===== config.mk =====
export PLATFORM = sky130hd
export DESIGN_NAME = alu_shift_unit_flat
export DESIGN_NICKNAME = d
export VERILOG_FILES = /design/src/rtl/alu_shift_unit_if.sv /design/src/rtl/alu_shift_unit.sv /design/src/flat_wrapper.sv
export SDC_FILE = /design/constraint.sdc
export NUM_CORES = 1
export LEC_CHECK = 0
export ABC_AREA = 1
export CELL_PAD_IN_SITES_DETAIL_PLACEMENT = 1
export CELL_PAD_IN_SITES_GLOBAL_PLACEMENT = 2
export CORE_MARGIN = 3
export CORE_UTILIZATION = 29
export CTS_CLUSTER_SIZE = 20
export DETAILED_ROUTE_END_ITERATION = 10
export GPL_TIMING_DRIVEN = 0
export PLACE_DENSITY = 0.93
export SLEW_MARGIN = 20
export SYNTH_ARGS = -nofsm -noshare
export SYNTH_HDL_FRONTEND = slang
export SYNTH_SLANG_ARGS = --single-unit

===== constraint.sdc =====
create_clock -name clk -period 2.6 [get_ports clk]
set_clock_uncertainty 0.15 [all_clocks]
set_input_delay 0.39 -clock clk [delete_from_list [all_inputs] [get_ports clk]]
set_output_delay 0.39 -clock clk [all_outputs]
set_load 0.1 [all_outputs]

===== src/rtl/alu_shift_unit_if.sv =====
// alu_shift_unit_if -- request/response bundle for alu_shift_unit.
//   Request side : in_valid/in_ready handshake plus operands (src1, src2),
//                  ALU controls (invertA, invertB, operation) and shift
//                  controls (isShift, leftRight, arith, shamt).
//   Response side: out_valid/out_ready handshake plus result, zero, overflow.
// The master modport is for the requester; the slave modport is for the unit.
interface alu_shift_unit_if #(
    parameter int WIDTH = 32,
    parameter int SHW   = $clog2(WIDTH)
);
    logic             in_valid;
    logic             in_ready;
    logic [WIDTH-1:0] src1;
    logic [WIDTH-1:0] src2;
    logic             invertA;
    logic             invertB;
    logic [1:0]       operation;
    logic             isShift;
    logic             leftRight;
    logic             arith;
    logic [SHW-1:0]   shamt;
    logic             out_valid;
    logic             out_ready;
    logic [WIDTH-1:0] result;
    logic             zero;
    logic             overflow;

    modport master (
        output in_valid, src1, src2, invertA, invertB, operation,
               isShift, leftRight, arith, shamt, out_ready,
        input  in_ready, out_valid, result, zero, overflow
    );

    modport slave (
        input  in_valid, src1, src2, invertA, invertB, operation,
               isShift, leftRight, arith, shamt, out_ready,
        output in_ready, out_valid, result, zero, overflow
    );
endinterface


===== src/rtl/alu_shift_unit.sv =====
// alu_shift_unit -- single-issue ALU (AND/OR/ADD/SLT with operand inversion)
// and iterative one-bit-per-cycle shifter behind a valid/ready handshake.
//   clk   : rising-edge clock
//   rst_n : asynchronous active-low reset
//   bus   : alu_shift_unit_if.slave (request fields, result, zero, overflow,
//           in_valid/in_ready and out_valid/out_ready handshakes)
// ALU requests complete on the accept edge; shift requests take shamt edges.
// The result register doubles as the shift working register, so the result
// is only meaningful while out_valid is high.
module alu_shift_unit #(
    parameter int WIDTH = 32,
    parameter int SHW   = $clog2(WIDTH)
) (
    input  logic            clk,
    input  logic            rst_n,
    alu_shift_unit_if.slave bus
);
    localparam logic [SHW-1:0] CNT_ONE = SHW'(1);

    typedef enum logic [1:0] {IDLE, SHIFT, DONE} state_t;

    state_t           r_state;
    state_t           w_state_next;
    logic [WIDTH-1:0] r_result;
    logic             r_zero;
    logic             r_overflow;
    logic [SHW-1:0]   r_cnt;
    logic             r_left;
    logic             r_arith;

    logic             w_accept;
    logic [WIDTH-1:0] w_a;
    logic [WIDTH-1:0] w_b;
    logic [WIDTH-1:0] w_sum;
    logic             w_add_ovf;
    logic [WIDTH-1:0] w_alu_res;
    logic             w_alu_ovf;
    logic [WIDTH-1:0] w_shift_next;

    assign bus.in_ready  = (r_state == IDLE);
    assign bus.out_valid = (r_state == DONE);
    assign bus.result    = r_result;
    assign bus.zero      = r_zero;
    assign bus.overflow  = r_overflow;

    assign w_accept = bus.in_valid && (r_state == IDLE);

    // Subtraction is a + ~b + 1: the carry-in follows invertB.
    assign w_a       = bus.invertA ? ~bus.src1 : bus.src1;
    assign w_b       = bus.invertB ? ~bus.src2 : bus.src2;
    assign w_sum     = w_a + w_b + {{(WIDTH-1){1'b0}}, bus.invertB};
    assign w_add_ovf = (w_a[WIDTH-1] == w_b[WIDTH-1]) && (w_sum[WIDTH-1] != w_a[WIDTH-1]);

    always_comb begin
        w_alu_res = '0;
        w_alu_ovf = 1'b0;
        case (bus.operation)
            2'b00: w_alu_res = w_a & w_b;
            2'b01: w_alu_res = w_a | w_b;
            2'b10: begin
                w_alu_res = w_sum;
                w_alu_ovf = w_add_ovf;
            end
            default: begin
                // Signed less-than: sign of the true (overflow-corrected) difference.
                w_alu_res[0] = w_sum[WIDTH-1] ^ w_add_ovf;
            end
        endcase
    end

    // One-bit step of the working register; arithmetic right shifts replicate the MSB.
    assign w_shift_next = r_left ? {r_result[WIDTH-2:0], 1'b0}
                                 : {r_arith & r_result[WIDTH-1], r_result[WIDTH-1:1]};

    always_comb begin
        w_state_next = r_state;
        case (r_state)
            IDLE: begin
                if (bus.in_valid) begin
                    if (bus.isShift && (bus.shamt != '0)) w_state_next = SHIFT;
                    else                                  w_state_next = DONE;
                end
            end
            SHIFT: begin
                if (r_cnt == CNT_ONE) w_state_next = DONE;
            end
            DONE: begin
                if (bus.out_ready) w_state_next = IDLE;
            end
            default: w_state_next = IDLE;
        endcase
    end

    always_ff @(posedge clk or negedge rst_n) begin
        if (!rst_n) r_state <= IDLE;
        else        r_state <= w_state_next;
    end

    always_ff @(posedge clk or negedge rst_n) begin
        if (!rst_n) begin
            r_result   <= '0;
            r_zero     <= 1'b0;
            r_overflow <= 1'b0;
            r_cnt      <= '0;
            r_left     <= 1'b0;
            r_arith    <= 1'b0;
        end else begin
            case (r_state)
                IDLE: begin
                    if (w_accept) begin
                        if (bus.isShift) begin
                            r_result   <= bus.src1;
                            r_overflow <= 1'b0;
                            r_cnt      <= bus.shamt;
                            r_left     <= bus.leftRight;
                            r_arith    <= bus.arith;
                            // A zero-length shift completes now; otherwise zero is set on the last step.
                            r_zero     <= (bus.shamt == '0) && (bus.src1 == '0);
                        end else begin
                            r_result   <= w_alu_res;
                            r_overflow <= w_alu_ovf;
                            r_zero     <= (w_alu_res == '0);
                        end
                    end
                end
                SHIFT: begin
                    r_result <= w_shift_next;
                    r_cnt    <= r_cnt - CNT_ONE;
                    if (r_cnt == CNT_ONE) r_zero <= (w_shift_next == '0);
                end
                default: ;
            endcase
        end
    end
endmodule

===== src/flat_wrapper.sv =====
// flat-port wrapper written by rule: the top's interface ports become plain ports
module alu_shift_unit_flat 
#(
    parameter int WIDTH = 32,
    parameter int SHW   = $clog2(WIDTH)
)
  (clk, rst_n, bus_in_valid, bus_src1, bus_src2, bus_invertA, bus_invertB, bus_operation, bus_isShift, bus_leftRight, bus_arith, bus_shamt, bus_out_ready, bus_in_ready, bus_out_valid, bus_result, bus_zero, bus_overflow);
  alu_shift_unit_if #(.WIDTH(WIDTH), .SHW(SHW)) bus_i ();
  input  logic clk;
  input  logic rst_n;
  input wire logic [$bits(bus_i.in_valid)-1:0] bus_in_valid;
  input wire logic [$bits(bus_i.src1)-1:0] bus_src1;
  input wire logic [$bits(bus_i.src2)-1:0] bus_src2;
  input wire logic [$bits(bus_i.invertA)-1:0] bus_invertA;
  input wire logic [$bits(bus_i.invertB)-1:0] bus_invertB;
  input wire logic [$bits(bus_i.operation)-1:0] bus_operation;
  input wire logic [$bits(bus_i.isShift)-1:0] bus_isShift;
  input wire logic [$bits(bus_i.leftRight)-1:0] bus_leftRight;
  input wire logic [$bits(bus_i.arith)-1:0] bus_arith;
  input wire logic [$bits(bus_i.shamt)-1:0] bus_shamt;
  input wire logic [$bits(bus_i.out_ready)-1:0] bus_out_ready;
  output wire logic [$bits(bus_i.in_ready)-1:0] bus_in_ready;
  output wire logic [$bits(bus_i.out_valid)-1:0] bus_out_valid;
  output wire logic [$bits(bus_i.result)-1:0] bus_result;
  output wire logic [$bits(bus_i.zero)-1:0] bus_zero;
  output wire logic [$bits(bus_i.overflow)-1:0] bus_overflow;
  assign bus_i.in_valid = bus_in_valid;
  assign bus_i.src1 = bus_src1;
  assign bus_i.src2 = bus_src2;
  assign bus_i.invertA = bus_invertA;
  assign bus_i.invertB = bus_invertB;
  assign bus_i.operation = bus_operation;
  assign bus_i.isShift = bus_isShift;
  assign bus_i.leftRight = bus_leftRight;
  assign bus_i.arith = bus_arith;
  assign bus_i.shamt = bus_shamt;
  assign bus_i.out_ready = bus_out_ready;
  assign bus_in_ready = bus_i.in_ready;
  assign bus_out_valid = bus_i.out_valid;
  assign bus_result = bus_i.result;
  assign bus_zero = bus_i.zero;
  assign bus_overflow = bus_i.overflow;
  alu_shift_unit #(.WIDTH(WIDTH), .SHW(SHW)) u_core (.clk(clk), .rst_n(rst_n), .bus(bus_i));
endmodule

# ---- After elaboration in Yosys (flattened, before gate mapping)
# Index checks and enable logic that the tools add are counted.
dict set report word_totals {
  input_bits 80
  ff_bits 43
  word_cells 68
  output_inout_bits 36
}
dict set report op_classes {
  n_eq_ne 12
  addsub 3
  n_bitwise 6
  reduce_logical 18
  muxes 22
}
# op count
set op_table {}
lappend op_table {{two-way mux 32 bit} 5}
lappend op_table {{logical NOT 32 bit} 3}
lappend op_table {{case mux 31 bit (3 select lines)} 1}
lappend op_table {{inverter 32 bit} 2}
lappend op_table {{case mux 32 bit (2 select lines)} 1}
lappend op_table {{adder 32 x 1 -> 32 bit} 1}
lappend op_table {{adder 32 bit} 1}
lappend op_table {{bitwise AND 32 bit} 1}
lappend op_table {{OR 32 bit} 1}
lappend op_table {{AND reduction 3 bit} 4}
lappend op_table {{two-way mux 5 bit} 2}
lappend op_table {{case mux 5 bit (2 select lines)} 1}
lappend op_table {{two-way mux 2 bit} 4}
lappend op_table {{!= test 2 bit, second input constant} 3}
lappend op_table {{case mux 2 bit (3 select lines)} 1}
lappend op_table {{equality test 5 x 1 -> 1 bit, second input constant} 1}
lappend op_table {{logical NOT 5 bit} 1}
lappend op_table {{two-way mux 1 bit} 5}
lappend op_table {{nonzero test 5 bit} 1}
lappend op_table {{subtractor 5 x 1 -> 5 bit, second input constant} 1}
lappend op_table {{equality test 2 x 1 -> 1 bit, second input constant} 2}
lappend op_table {{equality test 2 bit, second input constant} 2}
lappend op_table {{logical AND 1 bit} 4}
lappend op_table {{logical NOT 2 bit} 2}
lappend op_table {{9 further kinds} 11}

# ---- Longest topological paths before layout
dict set report logic_depth {
  ltp_word 12
  depth_mapped 25
  ltp_nobuf 23
}

# ---- Least setup slack after synthesis
# OpenSTA, ideal clock, no wires.
dict set report synth_timing {
  path_type {in2reg}
  start {in bus_invertA}
  end {reg u_core.r_zero (netlist: u_core.bus.zero)}
  setup_time_ps 73
  n_path_buf 2
  t_arrival_ps 3052
  path_slack_ps -675
  cell_stages 21
  t_required_ps 2377
  path_cell_list {buf_2 > buf_1 > xnor2_1 > inv_1 > fa_1 > or2_2 > nand3_1 > o211ai_1 > nor2_1 > nand2_1 > nor2_1 > nand3_1 > nor2_1 > nand3_1 > nor2_1 > nand2_1 > nor2_1 > nand3_1 > nand2_1 > nand2_1 > a21oi_2}
}
dict set report synth_via {
  elab_chain_len 11
  elab_cells_between_ends 15
  cone_classes {add/sub (2); eq/ne (2); mux (6); bitwise (3); reduce/logical (2)}
}
# element line_no
set synth_rtl {}
lappend synth_rtl {{start, declared} flat_wrapper.sv:14} ;# input wire logic [$bits(bus_i.invertA)-1:0] bus_invertA;
lappend synth_rtl {{two-way mux 32 bit *} alu_shift_unit.sv:49} ;# assign w_a = bus.invertA ? ~bus.src1 : bus.src1;
lappend synth_rtl {{adder 32 bit} alu_shift_unit.sv:51} ;# assign w_sum = w_a + w_b + {{(WIDTH-1){1'b0}}, bus.invertB};
lappend synth_rtl {{adder 32 x 1 -> 32 bit} alu_shift_unit.sv:51}
lappend synth_rtl {{!= test 1 bit} alu_shift_unit.sv:52} ;# assign w_add_ovf = (w_a[WIDTH-1] == w_b[WIDTH-1]) && (w_sum[WIDTH-1] != w_a[WIDTH-1]);
lappend synth_rtl {{logical AND 1 bit} alu_shift_unit.sv:52}
lappend synth_rtl {{bitwise XOR 1 bit} alu_shift_unit.sv:66} ;# w_alu_res[0] = w_sum[WIDTH-1] ^ w_add_ovf;
lappend synth_rtl {{case mux 1 bit (3 select lines)} alu_shift_unit.sv:57} ;# case (bus.operation)
lappend synth_rtl {{logical NOT 32 bit *} alu_shift_unit.sv:122} ;# r_zero <= (w_alu_res == '0);
lappend synth_rtl {{two-way mux 1 bit *} alu_shift_unit.sv:111} ;# if (bus.isShift) begin
lappend synth_rtl {{two-way mux 1 bit *} alu_shift_unit.sv:110} ;# if (w_accept) begin
lappend synth_rtl {{case mux 1 bit (2 select lines) *} alu_shift_unit.sv:108} ;# case (r_state)
lappend synth_rtl {{end signal, assigned} alu_shift_unit.sv:118} ;# r_zero <= (bus.shamt == '0) && (bus.src1 == '0);
lappend synth_rtl {{end signal, assigned} alu_shift_unit.sv:122}
lappend synth_rtl {{end signal, assigned} alu_shift_unit.sv:129} ;# if (r_cnt == CNT_ONE) r_zero <= (w_shift_next == '0);
lappend synth_rtl {{end, declared} alu_shift_unit.sv:25} ;# logic r_zero;
# Mark *: on every way between the ends. The rest lies on a longest branch, timed or not. The select of a mux whose other input is x is not followed.
# A chain may end at the register's enable or synchronous reset.

# ---- Worst setup path after layout
dict set report layout_timing {
  start {in bus_src2[26]}
  end {reg u_core.r_zero (netlist: u_core.bus.zero)}
}
dict set report layout_via {
  elab_chain_len 12
  elab_cells_between_ends 15
  cone_classes {add/sub (2); eq/ne (1); mux (6); bitwise (4); reduce/logical (2)}
}
# element line_no
set layout_rtl {}
lappend layout_rtl {{start, declared} flat_wrapper.sv:13} ;# input wire logic [$bits(bus_i.src2)-1:0] bus_src2;
lappend layout_rtl {{inverter 32 bit} alu_shift_unit.sv:50} ;# assign w_b = bus.invertB ? ~bus.src2 : bus.src2;
lappend layout_rtl {{two-way mux 32 bit *} alu_shift_unit.sv:50}
lappend layout_rtl {{adder 32 bit} alu_shift_unit.sv:51}
lappend layout_rtl {{adder 32 x 1 -> 32 bit} alu_shift_unit.sv:51}
lappend layout_rtl {{!= test 1 bit} alu_shift_unit.sv:52}
lappend layout_rtl {{logical AND 1 bit} alu_shift_unit.sv:52}
lappend layout_rtl {{bitwise XOR 1 bit} alu_shift_unit.sv:66}
lappend layout_rtl {{case mux 1 bit (3 select lines)} alu_shift_unit.sv:57}
lappend layout_rtl {{logical NOT 32 bit *} alu_shift_unit.sv:122}
lappend layout_rtl {{two-way mux 1 bit *} alu_shift_unit.sv:111}
lappend layout_rtl {{two-way mux 1 bit *} alu_shift_unit.sv:110}
lappend layout_rtl {{case mux 1 bit (2 select lines) *} alu_shift_unit.sv:108}
# Marked as above.

==> impl_metrics.ini <==
[global_route]
track_usage_pct = 27.6
grt_pass1_wl_mm = 56.2
grt_max_degree = 32
antenna_found_initial = 1
grt_pass1_vias = 10100
overflow = 0

[timing]
tightest_slew_ps = 1010
drv_slew = 0
period_needed_ps = 3270
finalHoldViolations = 0
finalCritPeriodShare_pct = 126
fmax_mhz = 306
max-slew-margin-rel_pct = 32.2
setup_viol = 27
rsz0062_at_grt = true
fin_ws_ps = -666

[worst_setup_path]
endpoint_kind = flop
arrival_ps = 3340
crit_chain = clkdlybuf4s50_1 -> xnor2_2 -> inv_1 -> ha_4 -> inv_1 -> nand2_1 -> a31oi_2 -> nand2_1 -> a21oi_2 -> nand3_1 -> nand3_2 -> nand2_2 -> nor2_2 -> nand2_1 -> nor2_2 -> nand3_1 -> nand2_2 -> nand2_2 -> a21oi_2
cp.depth = 19
required_ps = 2670
crit_fanout = 3
crit_path_start_kind = input port
timing.rr.end = u_core.bus.result[1]$_DFFE_PN0P_
r2r_slack_ps = -260
critPathBufInv = 3
startpoint = bus_src2[26]
crit-reg2reg-launch = u_core.r_state[1]$_DFFE_PN0P_
slowest_delay_ps = 510
crit_end = u_core.bus.zero$_DFFE_PN0P_
path_class = in2reg
slowest_stage = clkdlybuf4s50_1
critical-path-top-delay-family = simple AND/OR/NAND/NOR gates
r2r_cells = 7

[floorplanning]
die_w_um = 161
num_io_pins = 116
row_count = 55
dieArea_um2 = 25800
core_region_area_um2 = 23100
chipHeight_um = 161
initial_core_util_pct = 30.1

[place]
preCtsSetupSlack_ps = -1370
place.gp.congestion = 0.915
io_buffers = 111
place_area_um2 = 8780
hpwl_mm = 26.0

[detailed_routing]
wl_per_cell_um = 24.2
drt_iter0_drc = 593
wl_mm = 41.8
avgViaCountPerCell = 5.63
dr.pass1.iters = 5
drc = 0
postRouteAntennaNets = 0
vias = 9709

[yosys]
synth_compound_area_share_pct = 16.5
synth_seq_area_share_pct = 15.5
yosys-top-cells-count = 302 x nand2_1, 205 x inv_1, 96 x o21ai_0
synth_ff_type = dfrtp_1
synth_edf_count = 0
synth_fa_ha_area_share_pct = 12.2
ys.warnings.count = 0
synth_most_common_cell = nand2_1
synth_area_um2 = 6940
yosys.area.top_type = nand2_1
avgSynthCellArea_um2 = 5.93
synth.top_cell.area_share_pct = 16.3
synth-async-reset-ratio_pct = 100
synth.distinct_cells = 42
yosys_register_bits = 43
synth_top_family_by_area = simple AND/OR/NAND/NOR gates
yosys.area_share.simple_pct = 34.3
synth_mux_area_share_pct = 0
synth_xor_area_share_pct = 7.95
synthCells = 1171
ys_top_cells_by_area = nand2_1 16%, dfrtp_1 15%, ha_1 12%
syn_nets = 1318

[power]
powerDensity_nw_per_um2 = 804
ir_worst_vdd_mv = 0.631
p_leak_uw = 0.00548

[clock_tree]
path_clk_slew_ps = 60
clk_latency_ps = 300
cts_max_level = 2
clockBufferDepth = 2
numCtsBuffers = 5
cts_tree = yes
root_buffer = clkbuf_16
cts.sink_count = 43

[flow_run]
max_cap_viol_count = 0

[status]
status = complete, but fails checks
violations = negative setup slack

[final_layout]
drive_gt1_share_pct = 38.8
area_delta_synth_final_pct = 75.0
stdcell_area_um2 = 12200
nets = 1559
fill_cells = 2773

[min_path]
hp-class = in2reg
==> metal layers <==
metal	GRT usage (%)	routed length (um)	vias up	share of wire (%)
met4	14.3	3030	0	7.2
met1	31.9	15700	4779	38
met3	2.58	2320	169	5.5
li1	-	-	4265	-
met5	0	0	-	0
met2	50.3	20800	496	50
==> sequential cells by signal, indices dropped and copies added, names as in the netlist <==
name / count
u_core.bus.result: 32
u_core.r_left: 1
u_core.r_cnt: 5
u_core.bus.overflow: 1
u_core.r_state: 2
u_core.r_arith: 1
u_core.bus.zero: 1
==> logic make-up after synthesis <==
kind of cell | count (synthesis)
and+or+nand+nor | 551
buffers and inverters | 247
AOI/OAI and AO/OA | 200
adders and majority gates | 67
xor gates and xnor gates | 63
DFF | 43
==> placed cells by master, fill, tap and decap left out, types with 6 or more instances in the layout <==
cell / n
nand2_1: 229
inv_1: 154
buf_4: 104
o21ai_0: 74
nand2_2: 56
clkdlybuf4s50_1: 55
nand3_1: 54
inv_2: 49
dfrtp_1: 43
xnor2_4: 38
ha_1: 37
nor2_1: 32
nor2_2: 31
dlygate4sd2_1: 31
ha_4: 29
nand3_2: 27
nor2_4: 27
nand2_4: 25
a21oi_2: 21
nand4_1: 21
xnor2_2: 20
clkbuf_1: 19
nor4_1: 14
a21oi_1: 14
o21ai_2: 12
o21ai_1: 12
a21oi_4: 11
buf_2: 11
o22ai_1: 11
buf_6: 10
a31oi_1: 9
buf_12: 9
clkbuf_16: 8
nand3b_1: 7
o2111ai_1: 7
clkbuf_2: 7
clkdlybuf4s15_2: 7
nor3_2: 6
==> metrics by stage <==
stage	util, %	std cells	total power (uW)	hold WS [ps]	setup TNS [ps]
after floorplan	-	1171	5550	-55.6	-260
after global placement	38.0	1595	7260	344	-30240
after detailed placement	38.1	1596	7360	160	-23030
after CTS	48.9	1707	8970	315	-1100
after global routing	52.7	1726	10200	334	-6570
final	52.7	1726	9770	323	-4050
==> worst register-to-register path, cell delays in order, from the launching register on <==
cell and delay, ps:
dfrtp_1 440, nor2_4 120, inv_1 80, nor2_2 400, inv_1 140, nor2_1 620, inv_1 460, o21ai_0 340
==> area by class of cell <==
type                    instances  area [um^2]  area share [%]
multi-input cells             881         7320            60.2
repair buffers                234         2120            17.4
flip-flops and latches         43         1080            8.85
inverters                     209          795            6.54
well taps                     313          392            3.22
plain buffers                  38          305            2.51
clock buffers                   6          139            1.14
clock inverters                 1         5.00          0.0412
diodes                          1         2.50          0.0206
==> where the power goes <==
group          internal, uW  total (uW)  switching, uW
sequential              983        1270            283
clock                   376         664            287
combinational          2440        7840           5400
==> what timing repair did <==
action | CTS | global route
gates resized for setup | 408 | 199
setup buffers | 100 | 27
endpoints found under the setup margin | 34 | 35
cloned | 3 | 0
pin swaps | 133 | 96
hold buffers | 1 | 0
endpoints found under the hold margin | 12 | 0
==> worst min-delay path by stage <==
| stage | startpoint | end | slack (ps) | depth (start not counted) |
|---|---|---|---|---|
| finish | bus_src1[3] | u_core.bus.result[3]$_DFFE_PN0P_ | 320 | 3 |
| global route | bus_src1[3] | u_core.bus.result[3]$_DFFE_PN0P_ | 330 | 3 |
| CTS | bus_src1[3] | u_core.bus.result[3]$_DFFE_PN0P_ | 320 | 3 |
| detailed placement | rst_n | u_core.r_cnt[2]$_DFFE_PN0P_ | 160 | 1 |
| global placement | u_core.bus.result[0]$_DFFE_PN0P_ | u_core.bus.result[0]$_DFFE_PN0P_ | 340 | 2 |
| floorplan | rst_n | u_core.bus.overflow$_DFFE_PN0P_ | -60 | 0 |
(Power assumes the default switching activity.)
